**src/rtl/bridge_pkg.sv**
```systemverilog
// Shared types and default constants for the system bridge.
package bridge_pkg;

    typedef enum logic [1:0] {
        BR_IDLE = 2'd0,
        BR_WAIT = 2'd1,
        BR_DONE = 2'd2
    } br_state_e;

    localparam int          HWINT_W           = 6;
    localparam logic [5:0]  MASK_RST          = 6'h3F;
    localparam logic [31:0] DEF_DEV_BASE      = 32'h0000_7F00;
    localparam logic [31:0] DEF_DEV_STRIDE    = 32'h0000_0010;
    localparam logic [31:0] DEF_DM_LIMIT      = 32'h0000_2FFF;
    localparam logic [31:0] DEF_IRQ_ACK_ADDR  = 32'h0000_7F40;
    localparam logic [31:0] DEF_IRQ_MASK_ADDR = 32'h0000_7F44;

endpackage

```
**src/rtl/bridge_access_fsm.sv**
```systemverilog
// Device access sequencer: start pulse, ready/timeout wait, one DONE cycle
// that presents the captured read data.
module bridge_access_fsm
    import bridge_pkg::*;
#(
    parameter int N_DEV   = 2,
    parameter int TIMEOUT = 15,
    parameter int IDX_W   = (N_DEV > 1) ? $clog2(N_DEV) : 1
) (
    input  logic               clk,
    input  logic               reset,
    input  logic               start_i,
    input  logic               start_we_i,
    input  logic [IDX_W-1:0]   start_idx_i,
    input  logic [32*N_DEV-1:0] dev_rdata_i,
    input  logic [N_DEV-1:0]   dev_ready_i,
    output logic               idle_o,
    output logic               wait_o,
    output logic               done_o,
    output logic [N_DEV-1:0]   dev_we_o,
    output logic [N_DEV-1:0]   dev_re_o,
    output logic [31:0]        rdata_o,
    output logic               to_err_o
);

    localparam int CNT_W = (TIMEOUT > 0) ? $clog2(TIMEOUT + 1) : 1;

    br_state_e          state_q;
    logic [CNT_W-1:0]   cnt_q;
    logic [IDX_W-1:0]   idx_q;
    logic [31:0]        rdata_q;
    logic [N_DEV-1:0]   we_q, re_q;
    logic [31:0]        rd_sel;
    logic               rdy_sel;

    // Select the ready/data lane of the device latched at start.
    always_comb begin
        rd_sel  = '0;
        rdy_sel = 1'b0;
        for (int i = 0; i < N_DEV; i++) begin
            if (idx_q == IDX_W'(i)) begin
                rd_sel  = dev_rdata_i[i*32 +: 32];
                rdy_sel = dev_ready_i[i];
            end
        end
    end

    // Timeout fires in the last WAIT cycle so bus_err is set as DONE begins.
    assign to_err_o = (state_q == BR_WAIT) && !rdy_sel && (cnt_q == CNT_W'(TIMEOUT));

    // Access sequencer; start pulses are registered and last exactly one cycle.
    always_ff @(posedge clk or negedge reset) begin
        if (!reset) begin
            state_q <= BR_IDLE;
            cnt_q   <= '0;
            idx_q   <= '0;
            rdata_q <= '0;
            we_q    <= '0;
            re_q    <= '0;
        end else begin
            we_q <= '0;
            re_q <= '0;
            case (state_q)
                BR_IDLE: if (start_i) begin
                    state_q <= BR_WAIT;
                    cnt_q   <= '0;
                    idx_q   <= start_idx_i;
                    if (start_we_i) we_q <= N_DEV'(1) << start_idx_i;
                    else            re_q <= N_DEV'(1) << start_idx_i;
                end
                BR_WAIT: begin
                    if (rdy_sel) begin
                        rdata_q <= rd_sel;
                        state_q <= BR_DONE;
                    end else if (cnt_q == CNT_W'(TIMEOUT)) begin
                        rdata_q <= '0;
                        state_q <= BR_DONE;
                    end else begin
                        cnt_q <= cnt_q + CNT_W'(1);
                    end
                end
                BR_DONE: state_q <= BR_IDLE;
                default: state_q <= BR_IDLE;
            endcase
        end
    end

    assign idle_o   = (state_q == BR_IDLE);
    assign wait_o   = (state_q == BR_WAIT);
    assign done_o   = (state_q == BR_DONE);
    assign dev_we_o = we_q;
    assign dev_re_o = re_q;
    assign rdata_o  = rdata_q;

endmodule

```
**src/rtl/sys_bridge_n.sv**
```systemverilog
// CPU data-port bridge: DM passthrough, N_DEV device windows with a stalling
// handshake, and the masked interrupt-pending unit feeding hwint.
module sys_bridge_n
    import bridge_pkg::*;
#(
    parameter int          N_DEV         = 2,
    parameter logic [31:0] DEV_BASE      = DEF_DEV_BASE,
    parameter logic [31:0] DEV_STRIDE    = DEF_DEV_STRIDE,
    parameter int          DEV_SPAN      = 12,
    parameter logic [31:0] DM_LIMIT      = DEF_DM_LIMIT,
    parameter logic [31:0] IRQ_ACK_ADDR  = DEF_IRQ_ACK_ADDR,
    parameter logic [31:0] IRQ_MASK_ADDR = DEF_IRQ_MASK_ADDR,
    parameter int          TIMEOUT       = 15
) (
    input  logic                clk,
    input  logic                reset,
    input  logic [31:0]         cpu_addr,
    input  logic [31:0]         cpu_wdata,
    input  logic [3:0]          cpu_byteen,
    input  logic                cpu_rd,
    output logic [31:0]         cpu_rdata,
    output logic                cpu_stall,
    input  logic                req,
    output logic [31:0]         m_data_addr,
    output logic [31:0]         m_data_wdata,
    output logic [3:0]          m_data_byteen,
    input  logic [31:0]         m_data_rdata,
    output logic [31:0]         dev_addr,
    output logic [31:0]         dev_wdata,
    output logic [N_DEV-1:0]    dev_we,
    output logic [N_DEV-1:0]    dev_re,
    input  logic [32*N_DEV-1:0] dev_rdata,
    input  logic [N_DEV-1:0]    dev_ready,
    input  logic [N_DEV-1:0]    dev_irq,
    input  logic                ext_irq,
    output logic [HWINT_W-1:0]  hwint,
    output logic                bus_err
);

    localparam int IDX_W = (N_DEV > 1) ? $clog2(N_DEV) : 1;

    logic             dev_hit, hit_mask, hit_ack, hit_dm;
    logic [IDX_W-1:0] hit_idx;
    logic [31:0]      hit_off;
    logic             full_wr, part_wr, start;
    logic             f_idle, f_wait, f_done, to_err;
    logic [31:0]      f_rdata;
    logic             ext_q, ext_d, pend_q, pend_d, err_q, err_d;
    logic [5:0]       mask_q, mask_d;

    function automatic logic [31:0] win_base(input int i);
        return DEV_BASE + DEV_STRIDE * 32'(i);
    endfunction

    // Window decode; scanning downward lets the lowest index win an overlap.
    always_comb begin
        dev_hit = 1'b0;
        hit_idx = '0;
        hit_off = '0;
        for (int i = N_DEV - 1; i >= 0; i--) begin
            if (cpu_addr >= win_base(i) && cpu_addr < win_base(i) + 32'(DEV_SPAN)) begin
                dev_hit = 1'b1;
                hit_idx = IDX_W'(i);
                hit_off = cpu_addr - win_base(i);
            end
        end
    end

    assign hit_mask = !dev_hit && (cpu_addr == IRQ_MASK_ADDR);
    assign hit_ack  = !dev_hit && (cpu_addr == IRQ_ACK_ADDR);
    assign hit_dm   = !dev_hit && !hit_mask && !hit_ack && (cpu_addr <= DM_LIMIT);
    assign full_wr  = (cpu_byteen == 4'hF) && !req;
    assign part_wr  = (cpu_byteen != 4'h0) && (cpu_byteen != 4'hF) && !req;
    assign start    = dev_hit && (cpu_rd || full_wr);

    bridge_access_fsm #(.N_DEV(N_DEV), .TIMEOUT(TIMEOUT), .IDX_W(IDX_W)) u_fsm (
        .clk         (clk),
        .reset       (reset),
        .start_i     (start),
        .start_we_i  (full_wr),
        .start_idx_i (hit_idx),
        .dev_rdata_i (dev_rdata),
        .dev_ready_i (dev_ready),
        .idle_o      (f_idle),
        .wait_o      (f_wait),
        .done_o      (f_done),
        .dev_we_o    (dev_we),
        .dev_re_o    (dev_re),
        .rdata_o     (f_rdata),
        .to_err_o    (to_err)
    );

    // Next state of mask, pending bit, edge detector and sticky error.
    always_comb begin
        ext_d  = ext_irq;
        mask_d = (hit_mask && full_wr) ? cpu_wdata[5:0] : mask_q;
        pend_d = pend_q;
        if (hit_ack && full_wr) pend_d = 1'b0;
        if (ext_irq && !ext_q)  pend_d = 1'b1;     // new edge beats a same-cycle ack
        err_d  = err_q | to_err | (dev_hit && part_wr);
    end

    // Interrupt and error state registers.
    always_ff @(posedge clk or negedge reset) begin
        if (!reset) begin
            ext_q  <= 1'b0;
            pend_q <= 1'b0;
            mask_q <= MASK_RST;
            err_q  <= 1'b0;
        end else begin
            ext_q  <= ext_d;
            pend_q <= pend_d;
            mask_q <= mask_d;
            err_q  <= err_d;
        end
    end

    // Read-data mux; DONE presents the captured device word.
    always_comb begin
        if (f_done)        cpu_rdata = f_rdata;
        else if (dev_hit)  cpu_rdata = '0;
        else if (hit_mask) cpu_rdata = {26'b0, mask_q};
        else if (hit_dm)   cpu_rdata = m_data_rdata;
        else               cpu_rdata = '0;
    end

    // Interrupt lines: device levels and the external pending bit, masked.
    always_comb begin
        hwint             = '0;
        hwint[N_DEV-1:0]  = dev_irq & mask_q[N_DEV-1:0];
        hwint[N_DEV]      = pend_q & mask_q[N_DEV];
    end

    // Stall gated by reset so an in-flight access releases the CPU at once.
    assign cpu_stall     = reset && (f_wait || (f_idle && start));
    assign m_data_addr   = cpu_addr;
    assign m_data_wdata  = cpu_wdata;
    assign m_data_byteen = (hit_dm && !req) ? cpu_byteen : 4'h0;
    assign dev_addr      = hit_off;
    assign dev_wdata     = cpu_wdata;
    assign bus_err       = err_q;

endmodule

```
**config.mk**
```make
export PLATFORM = sky130hd
export DESIGN_NAME = sys_bridge_n
export DESIGN_NICKNAME = d
export VERILOG_FILES = /design/src/rtl/bridge_pkg.sv /design/src/rtl/bridge_access_fsm.sv /design/src/rtl/sys_bridge_n.sv
export SDC_FILE = /design/constraint.sdc
export NUM_CORES = 1
export LEC_CHECK = 0
export CORE_AREA = 2 2 135 137
export DETAILED_ROUTE_END_ITERATION = 7
export DIE_AREA = 0 0 137 139
export MAX_ROUTING_LAYER = met4
export PLACE_DENSITY_LB_ADDON = 0.2
export SYNTH_ARGS = -nofsm -noshare
export SYNTH_HDL_FRONTEND = slang
export SYNTH_SLANG_ARGS = --single-unit
```
**constraint.sdc**
```tcl
create_clock -name clk -period 3.7 [get_ports clk]
set_clock_uncertainty 0.1 [all_clocks]
set_input_delay 0.74 -clock clk [delete_from_list [all_inputs] [get_ports clk]]
set_output_delay 0.74 -clock clk [all_outputs]
set_load 0.05 [all_outputs]
```
==> Word level (Yosys, flattened, before mapping) <==
Cells that the tools add are included.
{ "classes": {"n_addsub": 3, "magnitude_cmp": 5, "n_eq_ne": 11, "n_shift": 1, "muxes": 30, "bitwise_logic": 4, "n_reduce_logical": 37} }
{ "ops": {"columns": ["op", "count"], "rows": [
  ["two-way mux 32 bit", 9],
  ["equality test 32 x 15 -> 1 bit, second input constant", 2],
  [">= comparator 32 x 15 -> 1 bit, second input constant", 2],
  ["less-than comparator 32 x 15 -> 1 bit, second input constant", 2],
  ["subtractor 32 x 15 -> 32 bit, second input constant", 2],
  ["<= comparator 32 x 14 -> 1 bit, second input constant", 1],
  ["logical AND 1 bit", 20],
  ["two-way mux 2 bit", 9],
  ["two-way mux 4 bit", 4],
  ["equality test 4 bit, second input constant", 2],
  ["one-hot mux 4 bit (2 select lines)", 1],
  ["zero test 1 bit", 6],
  ["two-way mux 1 bit", 6],
  ["inequality test 2 bit, second input constant", 3],
  ["AND reduction 2 bit", 3],
  ["nonzero test 2 bit", 3],
  ["adder 4 x 1 -> 4 bit, second input constant", 1],
  ["inequality test 4 bit, second input constant", 1],
  ["one-hot mux 2 bit (2 select lines)", 1],
  ["AND reduction 4 bit", 1],
  ["nonzero test 4 bit", 1],
  ["inequality test 3 x 1 -> 1 bit, second input constant", 1],
  ["AND 2 bit", 1],
  ["equality test 2 x 1 -> 1 bit, second input constant", 1],
  ["other kinds (6)", 8]
]} }
{ "word_totals": {"regBits": 52, "in_bits": 173, "out_inout_bits": 176} }

==> Depth between registers and ports, before layout <==
Gate-level depths: netlist of the first run.
{ "logic_depth": {"depth_word": 14, "mapped_depth": 8} }

==> By module <==
From an unflattened synthesis of the first run, not the netlist that was laid out.
{ "hier_totals": {"cells_unflattened": 447, "area_unflattened_um2": 4451.8} }
{ "by_module_without_submodules": {"columns": ["module", "instances", "cells_per_inst", "area_per_inst_um2", "seq_area_each_um2"], "rows": [
  ["sys_bridge_n", 1, 291, 2228.4, 232.7],
  ["bridge_access_fsm", 1, 156, 2223.4, 1076.0]
]} }

==> Worst setup path before layout of the first run <==
OpenSTA, ideal clock, no wires.
{ "synth_timing": {"kind": "input-to-output", "start": "in cpu_addr[15]", "end": "out dev_addr[9]", "arrival_time_ns": 2.927, "required_ns": 2.860, "slack_ns": -0.067, "cell_stages": 5, "n_path_buf": 0, "path_cell_list": "or2_1 -> or3_1 -> nor3_4 -> nand3_1 -> o21ai_0"} }
{ "synth_between": {"elab_chain_len": 4} }
{ "synth_lines": {"columns": ["element", "line_no", "text"], "rows": [
  ["start: declaration", "sys_bridge_n.sv:17", "input logic [31:0] cpu_addr,"],
  [">= comparator 32 x 15 -> 1 bit or less-than comparator 32 x 15 -> 1 bit (tied branches)", "sys_bridge_n.sv:61", "if (cpu_addr >= win_base(i) && cpu_addr < win_base(i) + 32'(DEV_SPAN)) begin"],
  ["logical AND 1 bit", "sys_bridge_n.sv:61", null],
  ["two-way mux 32 bit", "sys_bridge_n.sv:61", null],
  ["two-way mux 32 bit *", "sys_bridge_n.sv:61", null],
  ["end: declaration", "sys_bridge_n.sv:28", "output logic [31:0] dev_addr,"]
]} }
Mark *: on every way between the ends. The rest lies on a longest branch, timed or not.

==> Final worst setup path of the first run <==
{ "layout_timing": {"start": "in cpu_addr[9]", "end": "out dev_addr[29]"} }
Same word-level chain as after synthesis.

==> metrics.txt, run 1 <==
# TYPE chip_impl_metric gauge
chip_impl_metric{name="cts.clk_slew.worst_paths",unit="ns"} 0.06
chip_impl_info{name="setup.worst_path.start_class",value="primary input"} 1
chip_impl_metric{name="num_io_pins",unit=""} 349
chip_impl_metric{name="die_width",unit="um"} 137
chip_impl_info{name="worst_setup_path_category",value="in -> out"} 1
chip_impl_metric{name="finalMaxSlewViolations",unit=""} 0
chip_impl_metric{name="half_perimeter_wire_length_after_detailed_placement",unit="um"} 11800
chip_impl_metric{name="routability_driven_placement_congestion_ratio",unit=""} 0.764
chip_impl_metric{name="ys_seq_area_frac",unit=""} 0.327
chip_impl_metric{name="grt.total_usage",unit=""} 0.156
chip_impl_info{name="cts_root_buffer",value="clkbuf_16"} 1
chip_impl_metric{name="cap_violations",unit=""} 0
chip_impl_metric{name="starting_density_of_the_core",unit=""} 0.227
chip_impl_metric{name="first_global_vias",unit=""} 4006
chip_impl_metric{name="cts_hold_buffers",unit=""} 0
chip_impl_metric{name="syn_inst",unit=""} 451
chip_impl_info{name="synthMostInstantiatedCell",value="buf_4"} 1
chip_impl_metric{name="synth.ff_latch_count",unit=""} 52
chip_impl_info{name="cp_slowest_cell",value="clkdlybuf4s50_1"} 1
chip_impl_metric{name="drt-pass1-iter-count",unit=""} 4
chip_impl_metric{name="area_growth_syn_to_layout",unit="%"} 82.5
chip_impl_metric{name="cts.sinks",unit=""} 52
chip_impl_metric{name="cts-htree-levels",unit=""} 2
chip_impl_metric{name="ctsLongestPathBuffers",unit=""} 2
chip_impl_info{name="synth_commonest_cells",value="buf_4 (111), dfrtp_1 (46), nand2_1 (46), o21ai_0 (35), mux2i_1 (34)"} 1
chip_impl_metric{name="post_syn_area_per_cell",unit="um^2"} 8.88
chip_impl_metric{name="avgRoutedWirePerCell",unit="um"} 17.4
chip_impl_metric{name="die-area",unit="um^2"} 19000
chip_impl_info{name="path_delay_family",value="buffers and inverters"} 1
chip_impl_metric{name="critical_path_required",unit="ns"} 2.86
chip_impl_metric{name="synth_top_cell_area_share",unit=""} 0.288
chip_impl_metric{name="synth_edf_count",unit=""} 0
chip_impl_info{name="dominantRegCellSynth",value="dfrtp_1"} 1
chip_impl_metric{name="setup-tns-final",unit="ns"} 0
chip_impl_metric{name="finalCriticalPeriod",unit="ns"} 3.62
chip_impl_info{name="hp-class",value="reg -> reg"} 1
chip_impl_metric{name="max_stage_delay",unit="ns"} 0.50
chip_impl_metric{name="post-route-period-util",unit=""} 0.979
chip_impl_info{name="path_cells",value="clkdlybuf4s50_1 -> ha_2 -> nand4_1 -> or3_4 -> nor3_4 -> nand4_1 -> buf_6 -> a21oi_4 -> buf_12"} 1
chip_impl_metric{name="power.static_leakage",unit="nW"} 3.34
chip_impl_metric{name="ant_cells",unit=""} 0
chip_impl_metric{name="antenna_found_initial",unit=""} 0
chip_impl_metric{name="route.detailed.drc",unit=""} 0
chip_impl_metric{name="reg2reg_depth",unit=""} 6
chip_impl_metric{name="power_density",unit="nW/um^2"} 210
chip_impl_metric{name="cts_buffers",unit=""} 5
chip_impl_metric{name="place_ws",unit="ns"} -0.208
chip_impl_metric{name="crit_buf_inv",unit=""} 3
chip_impl_metric{name="ant_nets",unit=""} 0
chip_impl_metric{name="crit_path_max_fanout",unit=""} 7
chip_impl_metric{name="worst_pin_slew",unit="ns"} 0.684
chip_impl_metric{name="crit_arrival",unit="ns"} 2.78
chip_impl_metric{name="cp_num_cells",unit=""} 9
chip_impl_metric{name="netlist_area",unit="um^2"} 4000
chip_impl_metric{name="core_footprint",unit="um^2"} 17700
chip_impl_metric{name="port_buffers",unit=""} 255
chip_impl_metric{name="overflow",unit=""} 0
chip_impl_metric{name="die_y",unit="um"} 139
chip_impl_info{name="synth.top_cells.by_area",value="dfrtp_1 (29%), buf_4 (21%), mux2i_1 (8.5%), a22o_1 (7.2%), o21ai_0 (4.4%)"} 1
chip_impl_metric{name="asyncSetResetFlopFracSynth",unit=""} 1.00
chip_impl_metric{name="final.fill_count",unit=""} 1691
chip_impl_info{name="path_common_cell",value="nand4_1"} 1
chip_impl_info{name="run_status",value="complete, no violations"} 1
chip_impl_metric{name="worstSkewPairLatency",unit="ns"} 0.29
chip_impl_metric{name="max_slew_margin",unit=""} 0.544
chip_impl_metric{name="drt_wl_total",unit="um"} 15100
chip_impl_metric{name="largest_net_degree_at_the_start_of_global_routing",unit=""} 53
chip_impl_metric{name="row_count",unit=""} 49
chip_impl_metric{name="synthesis.yosys.warnings",unit=""} 0
chip_impl_metric{name="peakVddDrop",unit="mV"} 0.141
chip_impl_metric{name="achievable-frequency",unit="MHz"} 276
chip_impl_metric{name="finalHoldViolations",unit=""} 0
chip_impl_info{name="end_kind",value="output pin"} 1
chip_impl_metric{name="synth_cell_type_count",unit=""} 48
chip_impl_metric{name="layout.nets",unit=""} 813
chip_impl_metric{name="first_iter_violations",unit=""} 77
chip_impl_info{name="tritoncts",value="built"} 1
chip_impl_metric{name="drive_gt1_frac",unit=""} 0.242
chip_impl_metric{name="route.vias.total",unit=""} 3819
chip_impl_info{name="synth.largest_area_cell",value="dfrtp_1"} 1
chip_impl_metric{name="whs_path_depth",unit=""} 2
chip_impl_metric{name="fin_ws",unit="ns"} 0.0780
chip_impl_metric{name="setup_viol",unit=""} 0
chip_impl_metric{name="grt_first_pass_wirelength",unit="um"} 22400
chip_impl_metric{name="avgViaCountPerCell",unit=""} 4.42
## per-stage QoR
stage           util  hold slack (ns)  total power, mW  instance area (um^2)  std cells
6_report       0.414            0.385             1.53                  7310        865
5_1_grt        0.414            0.403             1.60                  7310        865
4_1_cts        0.404            0.387             1.56                  7130        864
3_5_place_dp   0.388            0.371             1.07                  6860        853
3_3_place_gp   0.388            0.362             1.06                  6860        853
2_1_floorplan      -            0.344             1.00                  4060        465
## placed cells by master, fill, tap and decap left out, drive strengths merged, types with 8 or more instances in the layout
master and instances:
clkdlybuf4s50 181, buf 97, nand2 46, dfrtp 46
o21ai 37, mux2i 34, a22o 33, conb 15
a21oi 14, nor2 11, and2 10, dlygate4sd2 9
clkbuf 8
## cell type report
cell class                      instances  area (um^2)  area share
Tap cell                              229          287      0.0392
Multi-Input combinational cell        274         2050       0.281
Timing Repair Buffer                  295         3490       0.477
Clock buffer                            8          146      0.0200
Sequential cell                        52         1310       0.179
Inverter                                7         26.3     0.00360
## logic make-up after synthesis
family,Yosys count,synth area share
AND/OR/NAND/NOR,110,0.143
buffers and inverters,139,0.235
AO/OA/AOI/OAI,101,0.169
flip-flops,52,0.327
other,1,0.000937
adder cells (fa/ha/maj),5,0.0156
multiplexers,41,0.105
XOR/XNOR,2,0.00438
## routing by layer
| metal | wire [um] | track usage |
|---|---|---|
| met5 | 0 | - |
| met4 | 231 | 0.0391 |
| met3 | 1270 | 0.0351 |
| met2 | 8110 | 0.290 |
| met1 | 5440 | 0.165 |
## flip-flops by register name, summed over array words and instances (netlist names)
register and cells:
u_fsm.cnt_q 4, bus_err 1, u_fsm.idx_q 1, u_fsm.rdata_o 32, u_fsm.state_q 2, u_fsm.dev_we_o 2, pend_q 1, mask_q 6
u_fsm.dev_re_o 2, ext_q 1
## worst min-delay path: stages (launching register included)
cell and delay, ns:
dfrtp_1 0.35, nand2_1 0.05, o21ai_0 0.06
## power breakdown
group          internal (mW)  switching, mW  leakage (nW)  total (mW)
combinational          0.211          0.222          2.60       0.433
clock                  0.271          0.206        0.0712       0.476
sequential             0.601         0.0217         0.662       0.623
## worst paths after layout
check                                      start               end  slack, ns
worst max register to register    u_fsm.cnt_q[0]    u_fsm.cnt_q[3]       1.83
worst min-delay path            u_fsm.rdata_o[1]  u_fsm.rdata_o[1]       0.38
worst min register to register  u_fsm.rdata_o[1]  u_fsm.rdata_o[1]       0.38
worst max-delay path                 cpu_addr[9]      dev_addr[29]       0.08
min in group asynchronous                  reset  u_fsm.rdata_o[1]       0.59
max in group asynchronous                  reset       u_fsm.idx_q       2.44
## timing repair
| action | in CTS | in global routing |
|---|---|---|
| buffers inserted | 1 | 0 |
| gates resized for setup | 24 | 41 |
| pin swaps | 4 | 10 |
| endpoints found under the setup margin | 52 | 42 |
| cloned | 2 | 1 |
(Power assumes the default switching activity.)
==> run 2, diff against run 1 <==
--- a/config.mk
+++ b/config.mk
@@ -5,11 +5,13 @@
 export SDC_FILE = /design/constraint.sdc
 export NUM_CORES = 1
 export LEC_CHECK = 0
-export CORE_AREA = 2 2 135 137
+export CORE_AREA = 2 2 136 138
 export DETAILED_ROUTE_END_ITERATION = 7
-export DIE_AREA = 0 0 137 139
+export DIE_AREA = 0 0 138 140
+export DONT_BUFFER_PORTS = 1
 export MAX_ROUTING_LAYER = met4
 export PLACE_DENSITY_LB_ADDON = 0.2
+export REMOVE_ABC_BUFFERS = 1
 export SYNTH_ARGS = -nofsm -noshare
 export SYNTH_HDL_FRONTEND = slang
 export SYNTH_SLANG_ARGS = --single-unit
==> run 2 against run 1 <==
  * Register-to-register slack lost 0.32 ns
  * Largest power group unchanged
  * Combinational power fell by 79%
  * Fmax is 4.0% higher
  * Worst setup slack better by 0.14 ns
  * First-iteration DRC count up 35%
  * Non-clock buffer count fell by 226
==> metrics.txt, run 2 (same netlist as run 1, synthesis figures left out) <==
# TYPE chip_impl_metric gauge
chip_impl_info{name="worst_setup_path_category",value="in -> out"} 1
chip_impl_metric{name="layout.nets",unit=""} 587
chip_impl_info{name="cts_root_buffer",value="clkbuf_16"} 1
chip_impl_metric{name="half_perimeter_wire_length_after_detailed_placement",unit="um"} 11300
chip_impl_metric{name="overflow",unit=""} 0
chip_impl_metric{name="routability_driven_placement_congestion_ratio",unit=""} 0.816
chip_impl_info{name="path_cells",value="nor4_1 -> nand4_1 -> nor4_2 -> nor3b_2 -> a21o_1 -> buf_12"} 1
chip_impl_metric{name="port_buffers",unit=""} 0
chip_impl_metric{name="avgRoutedWirePerCell",unit="um"} 22.3
chip_impl_metric{name="setup-tns-final",unit="ns"} 0
chip_impl_metric{name="cts_hold_buffers",unit=""} 0
chip_impl_metric{name="drt-pass1-iter-count",unit=""} 4
chip_impl_metric{name="reg2reg_setup_slack",unit="ns"} 1.51
chip_impl_metric{name="first_iter_violations",unit=""} 104
chip_impl_metric{name="cap_violations",unit=""} 0
chip_impl_metric{name="finalCriticalPeriod",unit="ns"} 3.48
chip_impl_metric{name="fin_worst_hold_slack",unit="ns"} 0.0320
chip_impl_metric{name="max_slew_margin",unit=""} 0.451
chip_impl_metric{name="crit_arrival",unit="ns"} 2.64
chip_impl_metric{name="cts-htree-levels",unit=""} 2
chip_impl_info{name="run_status",value="complete, no violations"} 1
chip_impl_metric{name="max_stage_delay",unit="ns"} 0.48
chip_impl_info{name="regToRegEndpoint",value="u_fsm.rdata_o[7]"} 1
chip_impl_metric{name="critical_path_required",unit="ns"} 2.86
chip_impl_metric{name="row_count",unit=""} 49
chip_impl_metric{name="first_global_vias",unit=""} 3204
chip_impl_metric{name="drt_wl_total",unit="um"} 14200
chip_impl_metric{name="power_density",unit="nW/um^2"} 290
chip_impl_info{name="path_delay_family",value="simple AND/OR/NAND/NOR gates"} 1
chip_impl_info{name="mostFrequentLayoutCell",value="nand2_1"} 1
chip_impl_metric{name="num_io_pins",unit=""} 349
chip_impl_metric{name="cts.sinks",unit=""} 52
chip_impl_info{name="tritoncts",value="built"} 1
chip_impl_info{name="worst_r2r_startpoint",value="u_fsm.cnt_q[0]"} 1
chip_impl_info{name="cp_slowest_cell",value="nor4_2"} 1
chip_impl_metric{name="largest_reg_flops",unit=""} 32
chip_impl_info{name="setup.worst_path.start_class",value="primary input"} 1
chip_impl_info{name="end_kind",value="output pin"} 1
chip_impl_metric{name="route.detailed.drc",unit=""} 0
chip_impl_metric{name="cts_buffers",unit=""} 5
chip_impl_metric{name="cts.clk_slew.worst_paths",unit="ns"} 0.07
chip_impl_metric{name="core_footprint",unit="um^2"} 17800
chip_impl_metric{name="peakVddDrop",unit="mV"} 0.266
chip_impl_metric{name="achievable-frequency",unit="MHz"} 287
chip_impl_metric{name="avgViaCountPerCell",unit=""} 4.83
chip_impl_metric{name="finalHoldViolations",unit=""} 0
chip_impl_metric{name="grt_first_pass_wirelength",unit="um"} 20500
chip_impl_info{name="hp-class",value="in -> async"} 1
chip_impl_metric{name="die_width",unit="um"} 138
chip_impl_metric{name="ant_cells",unit=""} 0
chip_impl_info{name="layout.cells.most_common_list",value="nand2_1 (46), dfrtp_1 (45), buf_4 (36)"} 1
chip_impl_metric{name="worst_pin_slew",unit="ns"} 0.823
chip_impl_metric{name="cp_num_cells",unit=""} 6
chip_impl_metric{name="area_growth_syn_to_layout",unit="%"} 14.1
chip_impl_metric{name="drive_gt1_frac",unit=""} 0.239
chip_impl_metric{name="crit_buf_inv",unit=""} 1
chip_impl_metric{name="reg2reg_depth",unit=""} 6
chip_impl_metric{name="finalMaxSlewViolations",unit=""} 0
chip_impl_metric{name="cts_repair_resize_count",unit=""} 0
chip_impl_metric{name="postCtsSetupBuffers",unit=""} 0
chip_impl_metric{name="ant_nets",unit=""} 0
chip_impl_metric{name="ctsLongestPathBuffers",unit=""} 2
chip_impl_metric{name="power.static_leakage",unit="nW"} 2.24
chip_impl_metric{name="antenna_found_initial",unit=""} 0
chip_impl_metric{name="post-route-period-util",unit=""} 0.941
chip_impl_metric{name="die_y",unit="um"} 140
chip_impl_metric{name="crit_path_max_fanout",unit=""} 6
chip_impl_metric{name="worstSkewPairLatency",unit="ns"} 0.29
chip_impl_metric{name="die-area",unit="um^2"} 19300
chip_impl_metric{name="largest_net_degree_at_the_start_of_global_routing",unit=""} 54
chip_impl_metric{name="grt.total_usage",unit=""} 0.145
chip_impl_info{name="grt_setup_unrepaired",value="no"} 1
chip_impl_metric{name="setup_viol",unit=""} 0
chip_impl_metric{name="starting_density_of_the_core",unit=""} 0.225
chip_impl_metric{name="route.vias.total",unit=""} 3088
[run 2: cell count changes in the layout (fill, tap and decap cells not counted), moves of 8 or more]
| cell | change |
|---|---|
| buf_12 | -25 |
| clkdlybuf4s50_1 | -181 |
| a21oi_1 | +12 |
| a21oi_4 | -8 |
| dlygate4sd2_1 | -9 |
[run 2: metal layers]
metal | global-route usage | routed length (um) | up-vias | share of wire
met4 | 0.0392 | 216 | 0 | 0.015
li1 | - | - | 1360 | -
met5 | - | 0 | - | 0
met3 | 0.0629 | 1480 | 12 | 0.10
met2 | 0.245 | 7150 | 238 | 0.50
met1 | 0.155 | 5380 | 1478 | 0.38
[run 2: worst max-delay path by stage]
stage                       from           end
floorplan           cpu_addr[21]  cpu_rdata[0]
global placement    cpu_addr[17]  cpu_rdata[0]
detailed placement  cpu_addr[18]  cpu_rdata[3]
CTS                 cpu_addr[18]  cpu_rdata[3]
global route        cpu_addr[21]  cpu_rdata[2]
finish              cpu_addr[18]  cpu_rdata[2]
[run 2: report_power, final]
group | total, mW | switching [mW] | internal [mW]
Combinational | 0.0929 | 0.0625 | 0.0304
Sequential | 0.620 | 0.0194 | 0.601
Clock | 0.611 | 0.222 | 0.389
[run 2: worst reg2reg max path: stages, from the launching register on]
cell     delay, ns
dfrtp_1       0.41
ha_1          0.23
and3_1        0.18
o21ai_2       0.67
buf_4         0.37
nand2_1       0.08
o21ai_0       0.07
[run 2: cell type report]
type                    count  area, um^2
fillers                  1907       13200
multi-input cells         274        1830
flip-flops and latches     52        1310
repair buffers             69         931
well taps                 229         287
clock buffers               6         129
clock inverters             2        60.1
inverters                   7        26.3
[run 2: metrics by stage]
step / power, mW / worst slack [ns] / utilization / std cells / area (um^2)
global route: 1.39 / 0.0611 / 0.257 / 639 / 4570
global placement: 0.722 / 0.160 / 0.246 / 631 / 4380
finish: 1.32 / 0.217 / 0.257 / 639 / 4570
detailed placement: 0.725 / 0.136 / 0.246 / 631 / 4380
CTS: 1.36 / 0.149 / 0.257 / 639 / 4570
floorplan: 0.707 / -0.467 / - / 333 / 3140
